<file path="src/rtl/rgb_pkg.sv">
// Shared colour types and channel helpers for the RGB PWM driver.
// RGB_PWM_FADE_EN adds the one-step fade helper used by the fade build.
package rgb_pkg;
  localparam int CH_W = 8;
  typedef logic [3*CH_W-1:0] rgb_t;
  typedef logic [CH_W-1:0] ch_t;
  localparam int R_LSB = 16;
  localparam int G_LSB = 8;
  localparam int B_LSB = 0;
  localparam rgb_t WHITE = 24'hFFFFFF;
`ifdef RGB_PWM_FADE_EN
  function automatic ch_t fade_step(
    input ch_t cur,
    input ch_t tgt
  );
    if (cur < tgt) return cur + 8'd1;
    if (cur > tgt) return cur - 8'd1;
    return cur;
  endfunction
`endif
endpackage

</file>
<file path="src/rtl/pwm_channel.sv">
// One PWM colour channel: duty register, compare and output flop.
// RGB_PWM_FADE_EN selects stepped fading instead of direct duty loads.
module pwm_channel
  import rgb_pkg::*;
(
  input  logic clk,
  input  logic rst,
  input  logic enable,
  input  logic boundary,
  input  ch_t  target,
  input  ch_t  cnt,
  output ch_t  duty,
  output logic pwm
);
  ch_t  duty_q, duty_d;
  logic pwm_q, pwm_d;

  // next duty and compare result
  always_comb begin
    duty_d = duty_q;
    pwm_d  = enable && (cnt < duty_q);
`ifdef RGB_PWM_FADE_EN
    if (enable && boundary)
      duty_d = fade_step(duty_q, target);
`else
    if (!enable || boundary)
      duty_d = target;
`endif
  end

  // duty and output registers
  always_ff @(posedge clk) begin
    if (!rst) begin
      duty_q <= '0;
      pwm_q  <= 1'b0;
    end else begin
      duty_q <= duty_d;
      pwm_q  <= pwm_d;
    end
  end

  assign duty = duty_q;
  assign pwm  = pwm_q;
endmodule

</file>
<file path="src/rtl/rgb_pwm_driver.sv">
// Three-channel LED PWM driver: prescaler, period counter, channels.
// Define RGB_PWM_FADE_EN for the fading duty build.
module rgb_pwm_driver
  import rgb_pkg::*;
#(
  parameter int PRESCALE = 4
) (
  input  logic        clk,
  input  logic        rst,
  input  logic [23:0] light,
  input  logic        enable,
  output logic        pwm_r,
  output logic        pwm_g,
  output logic        pwm_b,
  output logic        period_start,
  output logic [23:0] duty
);
  localparam logic [15:0] PRE_MAX = 16'(PRESCALE - 1);

  logic [15:0] pre_q, pre_d;
  ch_t         cnt_q, cnt_d;
  logic        ps_q, ps_d;
  logic        tick, boundary;
  ch_t         duty_r, duty_g, duty_b;

  assign tick     = enable && (pre_q == PRE_MAX);
  assign boundary = tick && (cnt_q == 8'hFF);

  // prescaler, period counter and boundary pulse
  always_comb begin
    pre_d = pre_q + 16'd1;
    cnt_d = cnt_q;
    ps_d  = boundary;
    if (!enable) begin
      pre_d = '0;
      cnt_d = '0;
    end else if (tick) begin
      pre_d = '0;
      cnt_d = cnt_q + 8'd1;
    end
  end

  // timing state registers
  always_ff @(posedge clk) begin
    if (!rst) begin
      pre_q <= '0;
      cnt_q <= '0;
      ps_q  <= 1'b0;
    end else begin
      pre_q <= pre_d;
      cnt_q <= cnt_d;
      ps_q  <= ps_d;
    end
  end

  pwm_channel u_r (
    .clk      (clk),
    .rst      (rst),
    .enable   (enable),
    .boundary (boundary),
    .target   (light[R_LSB +: CH_W]),
    .cnt      (cnt_q),
    .duty     (duty_r),
    .pwm      (pwm_r)
  );

  pwm_channel u_g (
    .clk      (clk),
    .rst      (rst),
    .enable   (enable),
    .boundary (boundary),
    .target   (light[G_LSB +: CH_W]),
    .cnt      (cnt_q),
    .duty     (duty_g),
    .pwm      (pwm_g)
  );

  pwm_channel u_b (
    .clk      (clk),
    .rst      (rst),
    .enable   (enable),
    .boundary (boundary),
    .target   (light[B_LSB +: CH_W]),
    .cnt      (cnt_q),
    .duty     (duty_b),
    .pwm      (pwm_b)
  );

  assign period_start = ps_q;
  assign duty         = {duty_r, duty_g, duty_b};
endmodule

</file>
<file path="config.mk">
export PLATFORM = sky130hd
export DESIGN_NAME = rgb_pwm_driver
export DESIGN_NICKNAME = d
export VERILOG_FILES = /design/src/rtl/rgb_pkg.sv /design/src/rtl/pwm_channel.sv /design/src/rtl/rgb_pwm_driver.sv
export SDC_FILE = /design/constraint.sdc
export NUM_CORES = 1
export LEC_CHECK = 0
export ABC_CLOCK_PERIOD_IN_PS = 6700
export BUFFER_PORTS_ARGS = -buffer_cell sky130_fd_sc_hd__clkbuf_2
export CORE_MARGIN = 4
export CORE_UTILIZATION = 58
export DETAILED_ROUTE_END_ITERATION = 6
export GPL_TIMING_DRIVEN = 0
export PLACE_DENSITY = 0.91
export SLEW_MARGIN = 15
export SYNTH_ARGS = -nofsm -noshare
export SYNTH_HDL_FRONTEND = slang
export SYNTH_HIERARCHICAL = 1
export SYNTH_SLANG_ARGS = --single-unit
</file>
<file path="constraint.sdc">
create_clock -name clk -period 6.7 [get_ports clk]
set_input_delay 0.335 -clock clk [delete_from_list [all_inputs] [get_ports clk]]
set_output_delay 0.335 -clock clk [all_outputs]
set_load 0.02 [all_outputs]
</file>
; Yosys cells after proc, flatten, opt, wreduce, memory -nomap -nowiden
; Index checks and enable logic that the tools add are counted.
; W data, S select, Z words.
[word_totals]
register_bits = 52
out_inout_bits = 28
wordCells = 27
[op_classes]
add_sub_neg = 2
order_cmp = 3
n_eq_ne = 2
n_bitwise = 2
reduce_logical = 9
[op_table]
columns = operator, n
row1 = $lt A8 B8 Y1, 3
row2 = $add A16 B1 Y16 const B, 1
row3 = $eq A16 B2 Y1 const B, 1
row4 = $add A8 B1 Y8 const B, 1
row5 = $eq A8 B8 Y1 const B, 1
row6 = $logic_and A1 B1 Y1, 5
row7 = $reduce_or A3 Y1, 1
row8 = $not A1 Y1, 2
row9 = $reduce_and A2 Y1, 1
row10 = $logic_not A1 Y1, 1
row11 = $logic_or A1 B1 Y1, 1

; Depth between registers and ports, before layout
[logic_depth]
ltp_word = 4
mapped_depth = 11
mapped_depth_nobuf = 8

; By module
; Netlist, hierarchy kept.
[by_module_without_submodules]
columns = mod, instances, cells_per_inst, area_each_um2, seq_area_each_um2
row1 = pwm_channel, 3, 58, 499.2, 180.2
row2 = rgb_pwm_driver, 1, 127, 1093.5, 500.5

; Least setup slack after synthesis
; OpenSTA, ideal clock, no wires.
[synth_path]
kind = register to register
start = reg pre_q[0]
end = reg u_b.duty_q[1], in the netlist u_b/duty[1]
setup_time_ps = 115
arrival_time_ps = 2095
setup_slack_ps = 4489
stages_incl_launch_ff = 12
cell_sequence = dfxtp_1 ha_1 nor4b_2 nand4_1 buf_2 nor3_1 nand2b_1 clkbuf_1 buf_2 nor2_1 a21oi_1 nor2b_1
[synth_via]
elab_chain_len = 4
[synth_lines]
columns = element, line_no
row1 = from (decl), rgb_pwm_driver.sv:20  ; logic [15:0] pre_q, pre_d;
row2 = from (signal assigned), rgb_pwm_driver.sv:50  ; pre_q <= pre_d;
row3 = $eq A16 B2 Y1, rgb_pwm_driver.sv:26  ; assign tick = enable && (pre_q == PRE_MAX);
row4 = $logic_and A1 B1 Y1, rgb_pwm_driver.sv:26
row5 = $logic_and A1 B1 Y1, rgb_pwm_driver.sv:27  ; assign boundary = tick && (cnt_q == 8'hFF);
row6 = named net boundary, rgb_pwm_driver.sv:23  ; logic tick, boundary;
row7 = $logic_or A1 B1 Y1, pwm_channel.sv:26  ; if (!enable || boundary)
row8 = to (signal assigned), pwm_channel.sv:37  ; duty_q <= duty_d;
row9 = to (decl), pwm_channel.sv:15  ; ch_t duty_q, duty_d;
; The timed path passes the listed nets, and every way through them passes these cells.
; A chain may end at the register's enable or synchronous reset.

; Worst setup path in the final report
[layout_path]
start = reg pre_q[0]
end = reg u_g.duty_q[1], in the netlist u_g/duty[1]
[layout_via]
elab_chain_len = 4
[layout_lines]
columns = element, line_no
row1 = $eq A16 B2 Y1, rgb_pwm_driver.sv:26
row2 = $logic_and A1 B1 Y1, rgb_pwm_driver.sv:26
row3 = $logic_and A1 B1 Y1, rgb_pwm_driver.sv:27
row4 = named net boundary, rgb_pwm_driver.sv:23
row5 = $logic_or A1 B1 Y1, pwm_channel.sv:26
row6 = to (signal assigned), pwm_channel.sv:37
row7 = to (decl), pwm_channel.sv:15
; The timed path passes the listed nets, and every way through them passes these cells.

==> reports/results.txt <==
outcome = finished clean
unrepaired setup endpoints after global routing = no
area of the die = 5600 um2
Post-Place Cells = 407
Mapped Area = 2590 um2
Setup CP Type = reg2reg
post-synthesis sequential area ratio = 40.2%
H-tree depth = 2
Worst Setup End Kind = register
Mean Syn Cell Area = 8.61 um2
top cell type's share of synthesized area = 40.2%
DR iter-0 viols = 106
Num CTS Buffers = 5
Hold Buf Count CTS = 0
Critical R2R Launch = pre_q[0]
fin area = 3020 um2
Req. time, crit path = 6.91 ns
Routed Wire Length = 5800 um
Port Buffer Count = 54
Hold Worst Slack = 0.275 ns
antenna cells = 0
DP Area = 2930 um2
Slew @ Worst Pin = 0.488 ns
first drt pass iteration count = 6
ANT nets after route = 0
number of global-route vias before repair = 2319
Via Count = 2301
Die Ht = 74.8 um
Final nets = 412
drt wl/cell = 14.0 um
Initial Util = 59.5%
Worst Hold Class = in2reg
total congestion overflow = 0
clk root buf = clkbuf_8
post-CTS sizing = 0
Setup violations, final = 0
worst setup path endpoint = u_g/duty[1]
core outline area = 4350 um2
Slew Viols, Final = 0
slew margin rel. = 67.4%
Setup WS post-layout = 3.83 ns
Critical R2R Capture = u_g/duty[1]
yosys warns = 6
Top Ports = 55
Cells after Synth = 301
Reg area = 1040 um2
PD cells = 195 nW/um2
final setup TNS = 0 ns
post-layout min period = 2.87 ns
CP Data Arrival Time = 3.08 ns
top cells by area, synth = dfxtp_1, ha_1, nor2_1, nor2b_1, a21oi_1
detailed-route DRC error count = 0
average vias per placed instance = 5.54
routability cong. = 0.856
Final Cycle Share = 42.8%
post-DP HPWL = 4180 um
Max FO, Critical Path = 10
R2R depth = 11
Std-Cell Rows = 24
clk_lat worst skew = 0.31 ns
most frequent cells in the layout = clkbuf_2, dfxtp_1, nor2_1
largest net degree at the start of global routing = 31
final clock skew = 0.00915 ns
Max Cap Violations = 0
DIE WIDTH = 74.8 um
R2R setup slack = 3.83 ns
initial antenna violation count = 0
clock slew at reported path FFs = 0.10 ns
GRT Resource Usage Total = 22.9%
CTS tree = yes
Peak VDD IR = 0.000159 V
kind of start point of the critical path = register
share of cells above drive strength 1 = 20.9%
fmax = 0.348 GHz
Synth area leader = dfxtp_1
critical path startpoint = pre_q[0]
first-pass GRT wire length = 9920 um
commonest non-fill, non-tap cell in the layout = clkbuf_2
Area Overhead vs Synth = 16.7%
area of the multi-input gates = 1420 um2
clock buffer depth = 2
fillers = 321
Synthesized Nets = 351
clk sinks = 52
Post-CTS Setup Inserts = 0
Non-Filler Instances = 415
Yosys cell types = 33
Setup WS pre-CTS = 3.95 ns
#FFs+latches synth = 52
final hold violation count = 0
Leak = 0.00122 uW
==> kinds of logic (layout without fill, tap and decap cells) <==
logic type / after synthesis / in the layout / synth area share, %
simple gates: 122 / 122 / 24.4
flops: 52 / 52 / 40.2
compound gates: 51 / 51 / 12.6
buf+inv: 34 / 96 / 5.17
fa+ha+maj: 23 / 23 / 11.1
xor+xnor: 15 / 15 / 5.07
mux: 4 / 4 / 1.55
==> sequential cells by signal, summed over array words and instances (netlist names) <==
| name | flops |
|---|---|
| period_start | 1 |
| u_b/duty | 8 |
| u_g/duty | 8 |
| u_b/pwm | 1 |
| pre_q | 16 |
| u_g/pwm | 1 |
| cnt_q | 8 |
| u_r/duty | 8 |
| u_r/pwm | 1 |
==> Yosys cell counts <==
library cell / instances
buf_2: 5
mux2i_1: 4
a211oi_1: 3
or3_2: 4
or4_1: 1
a2111oi_2: 3
o21ai_0: 5
a21oi_1: 27
o21a_1: 3
ha_1: 23
nand2b_1: 3
nor3_1: 6
and3_2: 1
o211ai_1: 3
o31ai_1: 1
inv_1: 26
nand4_1: 6
nor4_1: 6
xnor2_1: 13
a31oi_1: 3
nand2_1: 14
nand3_1: 8
o2111ai_1: 3
dfxtp_1: 52
nor4b_2: 1
clkbuf_1: 3
or3b_1: 3
nor2_1: 42
and2_1: 1
or3_1: 1
nor2b_1: 24
xor2_1: 2
and4_1: 1
==> layout make-up <==
type	instances	share of cell area [%]
repair buffers	54	8.94
flip-flops and latches	52	34.4
plain buffers	8	1.20
multi-input cells	215	46.9
inverters	26	3.23
clock buffers	6	2.73
well taps	52	2.15
clock inverters	2	0.455
==> worst min-delay path by stage <==
| stage | cells after the start | to | slack, ns | start |
|---|---|---|---|---|
| floorplan | 1 | pre_q[0] | 0.43 | pre_q[0] |
| global placement | 1 | pre_q[0] | 0.44 | pre_q[0] |
| detailed placement | 1 | pre_q[0] | 0.45 | pre_q[0] |
| CTS | 3 | u_g/duty[2] | 0.27 | light[10] |
| global route | 3 | u_g/duty[6] | 0.28 | light[14] |
| finish | 3 | u_g/duty[3] | 0.28 | light[11] |
==> layer usage <==
metal	GRT usage, %	wire length [um]
met1	26.3	2360
met2	40.5	3050
met3	5.07	249
met4	10.1	136
met5	0	0
==> through the flow <==
stage	power, uW	utilization (%)
final	589	69.4
after global routing	613	69.4
after CTS	591	69.4
after detailed placement	406	67.2
after global placement	403	67.2
after floorplan	378	-
==> power by group <==
part | internal, uW | switching, uW | leakage (uW)
combinational | 30.7 | 44.9 | 0.000739
sequential | 319 | 4.95 | 0.000424
clock | 84.7 | 105 | 0.0000516
==> critical path: stages (launching register included) <==
cell,delay [ns]
dfxtp_1,0.38
ha_1,0.24
nor4b_2,0.23
nand4_1,0.26
buf_2,0.27
nor3_1,0.42
nand2b_1,0.17
clkbuf_1,0.27
buf_2,0.27
nor2_1,0.07
a21oi_1,0.13
nor2b_1,0.06
Power figures use the tool's default switching activity.
